`src/rtl/vga_timing_ctrl.sv`:
```
// vga_timing_ctrl: VGA raster timing generator.
// Divides the system clock into a pixel strobe, tracks the current pixel
// position and runs horizontal/vertical phase FSMs (visible, front porch,
// sync, back porch). hsync, vsync, display_on, hpos/vpos and the line/frame
// strobes are all registered in the same clock, so they stay mutually aligned.
// Optional build macro VGA_FRAME_COUNTER_EN adds an 8-bit frame counter output
// (frame_cnt) that steps in the clock where frame_start is asserted.
module vga_timing_ctrl #(
   parameter int CLK_DIV   = 2,
   parameter int H_DISPLAY = 640,
   parameter int H_FRONT   = 16,
   parameter int H_SYNC    = 96,
   parameter int H_BACK    = 48,
   parameter int V_DISPLAY = 480,
   parameter int V_FRONT   = 10,
   parameter int V_SYNC    = 2,
   parameter int V_BACK    = 33,
   parameter int SYNC_POL  = 0,
   parameter int X_W       = 10,
   parameter int Y_W       = 10
) (
   input  logic           clk,
   input  logic           reset_n,
   output logic           pixel_en,
   output logic           hsync,
   output logic           vsync,
   output logic           display_on,
   output logic [X_W-1:0] hpos,
   output logic [Y_W-1:0] vpos,
   output logic           line_start,
   output logic           frame_start
`ifdef VGA_FRAME_COUNTER_EN
   ,
   output logic [7:0]     frame_cnt
`endif
);

   localparam int H_TOTAL = H_DISPLAY + H_FRONT + H_SYNC + H_BACK;
   localparam int V_TOTAL = V_DISPLAY + V_FRONT + V_SYNC + V_BACK;
   localparam int DIV_W   = (CLK_DIV > 1) ? $clog2(CLK_DIV) : 1;

   localparam logic [DIV_W-1:0] DIV_LAST = DIV_W'(CLK_DIV - 1);

   // Horizontal phase boundaries: the pixel column where each phase begins.
   localparam logic [X_W-1:0] H_LAST     = X_W'(H_TOTAL - 1);
   localparam logic [X_W-1:0] H_FP_BEGIN = X_W'(H_DISPLAY);
   localparam logic [X_W-1:0] H_SY_BEGIN = X_W'(H_DISPLAY + H_FRONT);
   localparam logic [X_W-1:0] H_BP_BEGIN = X_W'(H_DISPLAY + H_FRONT + H_SYNC);

   // Vertical phase boundaries: the line where each phase begins.
   localparam logic [Y_W-1:0] V_LAST     = Y_W'(V_TOTAL - 1);
   localparam logic [Y_W-1:0] V_FP_BEGIN = Y_W'(V_DISPLAY);
   localparam logic [Y_W-1:0] V_SY_BEGIN = Y_W'(V_DISPLAY + V_FRONT);
   localparam logic [Y_W-1:0] V_BP_BEGIN = Y_W'(V_DISPLAY + V_FRONT + V_SYNC);

   localparam logic SYNC_ON  = (SYNC_POL != 0);
   localparam logic SYNC_OFF = ~SYNC_ON;

   typedef enum logic [1:0] {
      PH_VIS  = 2'd0,
      PH_FP   = 2'd1,
      PH_SYNC = 2'd2,
      PH_BP   = 2'd3
   } phase_e;

   // Divider and position counters
   logic [DIV_W-1:0] div_cnt_q, div_cnt_d;
   logic [X_W-1:0]   hpos_q, hpos_d;
   logic [Y_W-1:0]   vpos_q, vpos_d;
   logic             tick;
   logic             line_wrap;

   // Phase FSMs
   phase_e h_state_q, h_state_d;
   phase_e v_state_q, v_state_d;

   // Registered outputs
   logic pixel_en_q;
   logic hsync_q, hsync_d;
   logic vsync_q, vsync_d;
   logic display_on_q, display_on_d;
   logic line_start_q, line_start_d;
   logic frame_start_q, frame_start_d;

   // Pixel divider and raster position next-state.
   always_comb begin
      // NOTE: every signal written here gets a default first so no path
      // leaves it unassigned; otherwise synthesis infers a latch.
      tick      = (div_cnt_q == DIV_LAST);
      div_cnt_d = tick ? '0 : div_cnt_q + 1'b1;
      line_wrap = tick && (hpos_q == H_LAST);
      hpos_d    = hpos_q;
      vpos_d    = vpos_q;
      if (tick) begin
         hpos_d = (hpos_q == H_LAST) ? '0 : hpos_q + 1'b1;
      end
      if (line_wrap) begin
         vpos_d = (vpos_q == V_LAST) ? '0 : vpos_q + 1'b1;
      end
   end

   // Phase FSM next-state: H advances on pixel ticks, V only on line wrap.
   always_comb begin
      h_state_d = h_state_q;
      v_state_d = v_state_q;
      if (tick) begin
         case (h_state_q)
            PH_VIS:  if (hpos_d == H_FP_BEGIN) h_state_d = PH_FP;
            PH_FP:   if (hpos_d == H_SY_BEGIN) h_state_d = PH_SYNC;
            PH_SYNC: if (hpos_d == H_BP_BEGIN) h_state_d = PH_BP;
            PH_BP:   if (hpos_d == '0)         h_state_d = PH_VIS;
         endcase
      end
      if (line_wrap) begin
         case (v_state_q)
            PH_VIS:  if (vpos_d == V_FP_BEGIN) v_state_d = PH_FP;
            PH_FP:   if (vpos_d == V_SY_BEGIN) v_state_d = PH_SYNC;
            PH_SYNC: if (vpos_d == V_BP_BEGIN) v_state_d = PH_BP;
            PH_BP:   if (vpos_d == '0)         v_state_d = PH_VIS;
         endcase
      end
   end

   // Output decode from next-state values so outputs land with hpos/vpos.
   always_comb begin
      hsync_d       = (h_state_d == PH_SYNC) ? SYNC_ON : SYNC_OFF;
      vsync_d       = (v_state_d == PH_SYNC) ? SYNC_ON : SYNC_OFF;
      display_on_d  = (h_state_d == PH_VIS) && (v_state_d == PH_VIS);
      line_start_d  = tick && (hpos_d == '0);
      frame_start_d = line_start_d && (vpos_d == '0);
   end

   // State register: divider, position and both phase FSMs.
   always_ff @(posedge clk or negedge reset_n) begin
      // NOTE: reset sits in the sensitivity list, so it acts immediately;
      // position restarts at the last pixel so the first tick lands on (0,0).
      if (!reset_n) begin
         div_cnt_q <= '0;
         hpos_q    <= H_LAST;
         vpos_q    <= V_LAST;
         h_state_q <= PH_BP;
         v_state_q <= PH_BP;
      end else begin
         // NOTE: non-blocking assignments, so every register samples the
         // values from before this edge regardless of statement order.
         div_cnt_q <= div_cnt_d;
         hpos_q    <= hpos_d;
         vpos_q    <= vpos_d;
         h_state_q <= h_state_d;
         v_state_q <= v_state_d;
      end
   end

   // Output registers; decoded values only change on ticks, so they hold between.
   always_ff @(posedge clk or negedge reset_n) begin
      if (!reset_n) begin
         pixel_en_q    <= 1'b0;
         hsync_q       <= SYNC_OFF;
         vsync_q       <= SYNC_OFF;
         display_on_q  <= 1'b0;
         line_start_q  <= 1'b0;
         frame_start_q <= 1'b0;
      end else begin
         pixel_en_q    <= tick;
         hsync_q       <= hsync_d;
         vsync_q       <= vsync_d;
         display_on_q  <= display_on_d;
         line_start_q  <= line_start_d;
         frame_start_q <= frame_start_d;
      end
   end

`ifdef VGA_FRAME_COUNTER_EN
   logic [7:0] frame_cnt_q;

   // Frame counter, steps together with the frame_start strobe.
   always_ff @(posedge clk or negedge reset_n) begin
      if (!reset_n) begin
         frame_cnt_q <= 8'd0;
      end else if (frame_start_d) begin
         frame_cnt_q <= frame_cnt_q + 8'd1;
      end
   end

   assign frame_cnt = frame_cnt_q;
`endif

   assign pixel_en    = pixel_en_q;
   assign hsync       = hsync_q;
   assign vsync       = vsync_q;
   assign display_on  = display_on_q;
   assign hpos        = hpos_q;
   assign vpos        = vpos_q;
   assign line_start  = line_start_q;
   assign frame_start = frame_start_q;

endmodule

```
`config.mk`:
```
export PLATFORM = sky130hd
export DESIGN_NAME = vga_timing_ctrl
export DESIGN_NICKNAME = d
export VERILOG_FILES = /design/src/rtl/vga_timing_ctrl.sv
export SDC_FILE = /design/constraint.sdc
export NUM_CORES = 1
export LEC_CHECK = 0
export ABC_AREA = 1
export BUFFER_PORTS_ARGS = -buffer_cell sky130_fd_sc_hd__buf_2
export CAP_MARGIN = 20
export CORE_UTILIZATION = 52
export DETAILED_ROUTE_END_ITERATION = 6
export PLACE_DENSITY = 0.76
export SLEW_MARGIN = 40
export SYNTH_ARGS = -nofsm -noshare
export SYNTH_HDL_FRONTEND = slang
export SYNTH_SLANG_ARGS = --single-unit
```
`constraint.sdc`:
```
create_clock -name clk -period 2 [get_ports clk]
set_input_delay 0.1 -clock clk [delete_from_list [all_inputs] [get_ports clk]]
set_output_delay 0.1 -clock clk [all_outputs]
set_load 0.1 [all_outputs]
```
==> results.py, run 1 <==
metrics = {
    "floorplanning": {
        "rows": 23,
        "start_util_pct": 54.2,
        "die_area_um2": 4460,
        "fp.dieH_um": 66.8,
        "core-area_um2": 4030,
        "ioPinCount": 28,
        "die_width_um": 66.8,
    },
    "finish": {
        "fin_cells": 481,
        "postLayoutCoreUtil_pct": 84.0,
        "final_common_cell": "nand2_1",
        "layout_common_cells": "nand2_1 (85), buf_4 (65), inv_1 (44)",
        "area_delta_synth_final_pct": 55.0,
        "drive_gt1_share_pct": 52.2,
        "fin_nets": 435,
        "num_antenna_cells": 0,
    },
    "clock_tree": {
        "root_buffer": "clkbuf_8",
        "cts_buffer_depth": 2,
        "numCtsBuffers": 5,
        "ctsHtreeMaxLevel": 2,
        "clk_latency_ns": 0.30,
        "path_clk_slew_ns": 0.08,
        "cts_tree": "built",
        "clkSinkCount": 31,
    },
    "critical_path": {
        "crit_path_cell_trace": "ha_4 > nand2_4 > nor2_4 > nand3_1 > nor2_1 > nand2_1 > a21oi_2 > inv_1 > nor2_1 > nand2_1 > nand2_1 > inv_1 > nand2_1 > nand2_2 > nand2_2 > nor2_2",
        "critPathSlowestCell": "dfstp_4",
        "setup.worst_path.class": "register to register",
        "cpPeakStageDelay_ns": 0.64,
        "cp.arrival_ns": 2.66,
        "critPathLaunchType": "register",
        "cp-end-kind": "register",
        "path_max_fanout": 4,
        "path_common_cell": "nand2_1",
        "cp.required_ns": 2.21,
    },
    "power": {
        "p_comb_share_pct": 1.0,
        "switchingPower_mw": 0.287,
        "p_int_mw": 1.08,
        "power_density_nw_per_um2": 403,
        "p_sw_share_pct": 21.1,
        "p_seq_share_pct": 46.0,
        "clkPwrFrac_pct": 52.9,
        "p_leak_nw": 1.73,
        "peakVddDrop_mv": 0.453,
    },
    "yosys": {
        "async_reset_ff_share_pct": 100,
        "syn_avg_cell_area_um2": 6.72,
        "synth_nets": 330,
        "netlist_area_um2": 2180,
        "yosysWarnings": 0,
        "ys_ff_latch": 31,
        "synthFlopType": "dfstp_2",
        "synth-seq-area-share_pct": 36.4,
        "synth_cell_types": 28,
        "syn_inst": 325,
        "synth_edf_count": 0,
    },
    "placement": {
        "place_hpwl_mm": 4.30,
        "gp_congestion": 0.933,
        "dp.cells": 456,
        "pre_cts_slack_ns": -0.352,
        "io_buffers": 27,
    },
    "timing": {
        "grt_setup_unrepaired": "yes",
        "drv_slew": 0,
        "fmax_mhz": 407,
        "finalSetupViolCount": 10,
        "setup_slack_ns": -0.455,
        "finalHoldViolCount": 0,
        "clock-skew-final_ns": 0.00838,
        "tns_ns": -2.95,
        "slew_headroom_pct": 53.1,
        "fin_crit_sh_pct": 123,
        "tightest_slew_ns": 0.704,
        "fin_crit_ns": 2.46,
    },
    "worst_hold_path": {
        "hp-class": "input port to asynchronous set/reset pin",
    },
    "drt": {
        "wire_per_inst_um": 18.0,
        "antenna_left": 0,
        "vias_per_cell": 5.98,
        "routed_wl_mm": 8.66,
        "drt_iter0_markers": 328,
        "num_vias": 2876,
        "drc_errors": 10,
        "firstDrtPassIters": 7,
    },
    "global_routing": {
        "antenna_found_initial": 0,
        "grt_max_degree": 32,
        "grt.total_usage_pct": 34.1,
        "grt_pass1_vias": 2490,
        "grt_pass1_wl_mm": 11.1,
        "grt-ovfl-total": 0,
    },
    "run_status": {
        "violations": "design-rule violations, negative setup slack",
        "outcome": "finished, violations left",
    },
    "run": {
        "max_cap_violations": 0,
    },
}
## path summary, 6_finish.rpt
kind	end	slack [ns]	cells past startpoint	from
setup / recovery	display_on	-0.46	16	hpos[0]
hold / removal	vpos[8]	0.38	2	reset_n
setup reg to reg	display_on	-0.46	16	hpos[0]
hold reg to reg	pixel_en	0.63	0	div_cnt_q
max in group asynchronous	hpos[5]	1.12	2	reset_n
min in group clk	pixel_en	0.63	0	div_cnt_q
## worst max-delay path: cells and delay by family (launching register included)
| family | cells | cell delay [ns] |
|---|---|---|
| and+or+nand+nor | 12 | 1.20 |
| AOI/OAI and AO/OA | 1 | 0.24 |
| adders and majority gates | 1 | 0.16 |
| buffers and inverters | 2 | 0.11 |
| DFF | 1 | 0.64 |
## power by group through the flow
| stage | sequential, mW | clock (mW) | combinational [mW] |
|---|---|---|---|
| 2_1_floorplan | 0.638 | 0 | 0.000000804 |
| 3_3_place_gp | 0.638 | 0 | 0.0131 |
| 3_5_place_dp | 0.638 | 0 | 0.0137 |
| 4_1_cts | 0.628 | 0.720 | 0.0150 |
| 5_1_grt | 0.627 | 0.745 | 0.0166 |
| 6_report | 0.628 | 0.722 | 0.0141 |
## cells in the mapped netlist, drive strengths merged, types with 3 or more instances
library cell	n	area (µm²)
a21oi	3	15.0
buf	3	30.0
dfrtp	15	375
dfstp	16	420
ha	3	37.5
inv	57	214
nand2	116	470
nand3	28	170
nand4	9	71.3
nor2	52	233
nor3	3	15.0
o21ai	14	88.8
## registers in the layout, indices dropped and copies added, names as in the netlist
name / cells
hpos: 10
vpos: 10
h_state_q: 2
v_state_q: 2
display_on: 1
div_cnt_q: 1
frame_start: 1
hsync: 1
line_start: 1
pixel_en: 1
vsync: 1
## cells by family after synthesis
kind of cell	share of synthesized area, %
compound gates	5.10
buf+inv	11.4
fa+ha+maj	1.72
xor+xnor	0.401
simple gates	44.9
flops	36.4
## layout make-up
type	instances	area, µm²
Tap cell	50	62.6
Clock inverter	2	37.5
Sequential cell	31	822
Timing Repair Buffer	99	701
Inverter	58	219
Clock buffer	6	93.8
Multi-Input combinational cell	235	1450
Fill cell	216	646
## metrics by stage
step           hold slack (ns)  power, mW  area [µm²]
6_report                 0.377       1.36        3380
5_1_grt                  0.452       1.39        3380
4_1_cts                  0.409       1.36        3170
3_5_place_dp             0.188      0.652        2830
3_3_place_gp             0.173      0.651        2830
2_1_floorplan           -0.196      0.638        2230
## timing repair
item                                    CTS  global route
pin swaps                                22            32
hold buffers                              1             0
buffers inserted                          6             9
gates resized for setup                  45            38
hold endpoints to repair                 15             0
gates cloned                              2             0
endpoints found under the setup margin    9             9
## routing by layer
metal / part of all wire, % / up-vias / track usage [%]
li1: - / 1216 / -
met1: 35 / 1312 / 40.6
met2: 47 / 262 / 57.4
met3: 11 / 86 / 7.71
met4: 7.5 / 0 / 16.2
met5: 0 / - / 0
No activity file was read; power rests on OpenSTA's default activity.
==> inputs of run 2 (changes only) <==
--- a/config.mk
+++ b/config.mk
@@ -5,13 +5,14 @@
 export SDC_FILE = /design/constraint.sdc
 export NUM_CORES = 1
 export LEC_CHECK = 0
-export ABC_AREA = 1
 export BUFFER_PORTS_ARGS = -buffer_cell sky130_fd_sc_hd__buf_2
 export CAP_MARGIN = 20
 export CORE_UTILIZATION = 52
 export DETAILED_ROUTE_END_ITERATION = 6
+export HOLD_SLACK_MARGIN = 0.1
 export PLACE_DENSITY = 0.76
 export SLEW_MARGIN = 40
 export SYNTH_ARGS = -nofsm -noshare
 export SYNTH_HDL_FRONTEND = slang
 export SYNTH_SLANG_ARGS = --single-unit
+export TNS_END_PERCENT = 1
==> results.py, run 2 <==
metrics = {
    "critical_path": {
        "setup.worst_path.class": "register to register",
        "cp.arrival_ns": 3.10,
        "path_delay_family": "simple AND/OR/NAND/NOR gates",
        "critPathLaunchType": "register",
        "cp.required_ns": 2.21,
        "cpPeakStageDelay_ns": 0.64,
        "crit_path_cell_trace": "ha_4 > nand2_4 > or4_4 > buf_4 > o21ai_4 > nand3_4 > a2111o_1 > o211a_1 > or3b_1",
        "critPathSlowestCell": "dfstp_4",
        "crit_buf_inv": 1,
        "path_max_fanout": 8,
        "cp-end-kind": "register",
    },
    "finish": {
        "fin_nets": 321,
        "layout_common_cells": "buf_4 (75), buf_2 (27), nand2_1 (15)",
        "drive_gt1_share_pct": 52.4,
        "fill_cells": 210,
        "multiInputGateArea_um2": 1270,
        "area_delta_synth_final_pct": 50.0,
        "final_common_cell": "buf_4",
        "num_antenna_cells": 0,
        "regArea_um2": 826,
    },
    "timing": {
        "setup_slack_ns": -0.890,
        "fin_crit_sh_pct": 145,
        "grt_setup_unrepaired": "yes",
        "tightest_slew_ns": 0.693,
        "drv_slew": 0,
        "slew_headroom_pct": 53.8,
        "finalHoldViolCount": 0,
        "fin_crit_ns": 2.89,
        "clock-skew-final_ns": 0.0106,
        "fmax_mhz": 346,
        "finalSetupViolCount": 18,
    },
    "global_routing": {
        "grt_max_degree": 32,
        "grt.total_usage_pct": 32.0,
        "grt_pass1_wl_mm": 9.80,
        "antenna_found_initial": 0,
        "grt-ovfl-total": 0,
        "grt_pass1_vias": 1977,
    },
    "clock_tree": {
        "clkSinkCount": 31,
        "root_buffer": "clkbuf_8",
        "ctsHtreeMaxLevel": 2,
        "cts_buffer_depth": 2,
        "clk_latency_ns": 0.30,
        "cts_tree": "built",
        "numCtsBuffers": 5,
        "path_clk_slew_ns": 0.07,
    },
    "floorplanning": {
        "start_util_pct": 54.9,
        "fp.dieH_um": 64.4,
        "die_area_um2": 4140,
        "rows": 22,
        "core-area_um2": 3690,
        "die_width_um": 64.4,
        "ioPinCount": 28,
    },
    "yosys": {
        "synth-seq-area-share_pct": 39.3,
        "synth_edf_count": 0,
        "syn_inst": 211,
        "syn_avg_cell_area_um2": 9.59,
        "ys_ff_latch": 31,
        "yosys-top-cells-count": "dfstp_2 (16), dfrtp_1 (15), nand2_1 (15), nor2_1 (15), inv_1 (12)",
        "synth_most_common_cell": "dfstp_2",
        "yosys.area.top_type": "dfstp_2",
        "netlist_area_um2": 2020,
        "synth_cell_types": 59,
        "synth_nets": 216,
        "yosysWarnings": 0,
        "ys_top_cells_by_area": "dfstp_2 (21%), dfrtp_1 (19%), xnor2_1 (3.9%)",
        "synth.top_cell.area_share_pct": 20.8,
        "synthFlopType": "dfstp_2",
        "async_reset_ff_share_pct": 100,
    },
    "power": {
        "p_leak_nw": 1.40,
        "p_total_mw": 1.13,
        "power_density_nw_per_um2": 374,
        "peakVddDrop_mv": 0.438,
    },
    "run": {
        "max_cap_violations": 0,
    },
    "drt": {
        "vias_per_cell": 5.92,
        "routed_wl_mm": 6.45,
        "wire_per_inst_um": 17.7,
        "drc_errors": 0,
        "antenna_left": 0,
        "num_vias": 2160,
        "drt_iter0_markers": 176,
        "firstDrtPassIters": 7,
    },
    "run_status": {
        "violations": "negative setup slack",
        "outcome": "finished, violations left",
    },
    "placement": {
        "pre_cts_slack_ns": -0.942,
        "io_buffers": 27,
        "gp_congestion": 0.891,
        "place_hpwl_mm": 4.30,
    },
    "worst_hold_path": {
        "hp-class": "input port to asynchronous set/reset pin",
    },
}
run 2: cells by family (layout without fill, tap and decap cells):
logic type | Yosys count | count (layout) | share of synthesized area, %
and+or+nand+nor | 98 | 98 | 29.7
AOI/OAI and AO/OA | 38 | 38 | 15.7
xor gates and xnor gates | 16 | 16 | 6.93
buffers and inverters | 21 | 127 | 4.45
adders and majority gates | 3 | 3 | 1.86
muxes | 4 | 4 | 2.04
DFF | 31 | 31 | 39.3
run 2: what timing repair did:
item,in CTS,in global routing
hold buffers,1,0
hold endpoints to repair,15,0
endpoints found under the setup margin,18,18
resized for setup,15,10
pin swaps,9,3
setup buffers,3,0
run 2: area by class of cell:
type	instances	area share [%]
clock buffers	7	2.52
multi-input cells	159	41.8
inverters	12	1.48
flip-flops and latches	31	27.2
clock inverters	1	0.165
well taps	48	1.98
repair buffers	107	24.8
run 2: stage by stage:
| step | utilization (%) | TNS [ns] | instances | area [µm²] | hold slack (ns) |
|---|---|---|---|---|---|
| finish | 82.3 | -6.26 | 365 | 3030 | 0.387 |
| global route | 82.3 | -7.45 | 365 | 3030 | 0.464 |
| CTS | 81.1 | -5.81 | 365 | 2990 | 0.404 |
| detailed placement | 76.2 | -6.67 | 353 | 2810 | 0.184 |
| global placement | 76.2 | -5.97 | 353 | 2810 | 0.177 |
| floorplan | - | -8.50 | 211 | 2100 | -0.196 |
run 2: metal layers:
metal  track usage [%]  wire (µm)  part of all wire, %  vias up
met5                 0          0                    0        -
met4              10.6        110                  1.7        0
met3              6.43        475                  7.4       15
met2              47.4       2960                   46       99
met1              46.3       2900                   45     1051
li1                  -          -                    -      995
run 2: path summary, 6_finish.rpt:
check | start | endpoint | slack (ns) | cells past startpoint
worst max-delay path | hpos[0] | vsync | -0.89 | 9
worst min-delay path | reset_n | vpos[8] | 0.39 | 2
max in group asynchronous | reset_n | vpos[4] | 1.12 | 2
min in group clk | vpos[8] | vpos[8] | 0.60 | 2
worst max register to register | hpos[0] | vsync | -0.89 | 9
worst min register to register | vpos[8] | vpos[8] | 0.60 | 2
run 2: power breakdown:
group / total (mW) / switching, mW / leakage, nW / internal [mW]
Sequential: 0.628 / 0 / 0.355 / 0.628
Combinational: 0.0140 / 0.0120 / 1.00 / 0.00196
Clock: 0.493 / 0.249 / 0.0422 / 0.244
Total: 1.13 / 0.261 / 1.40 / 0.874
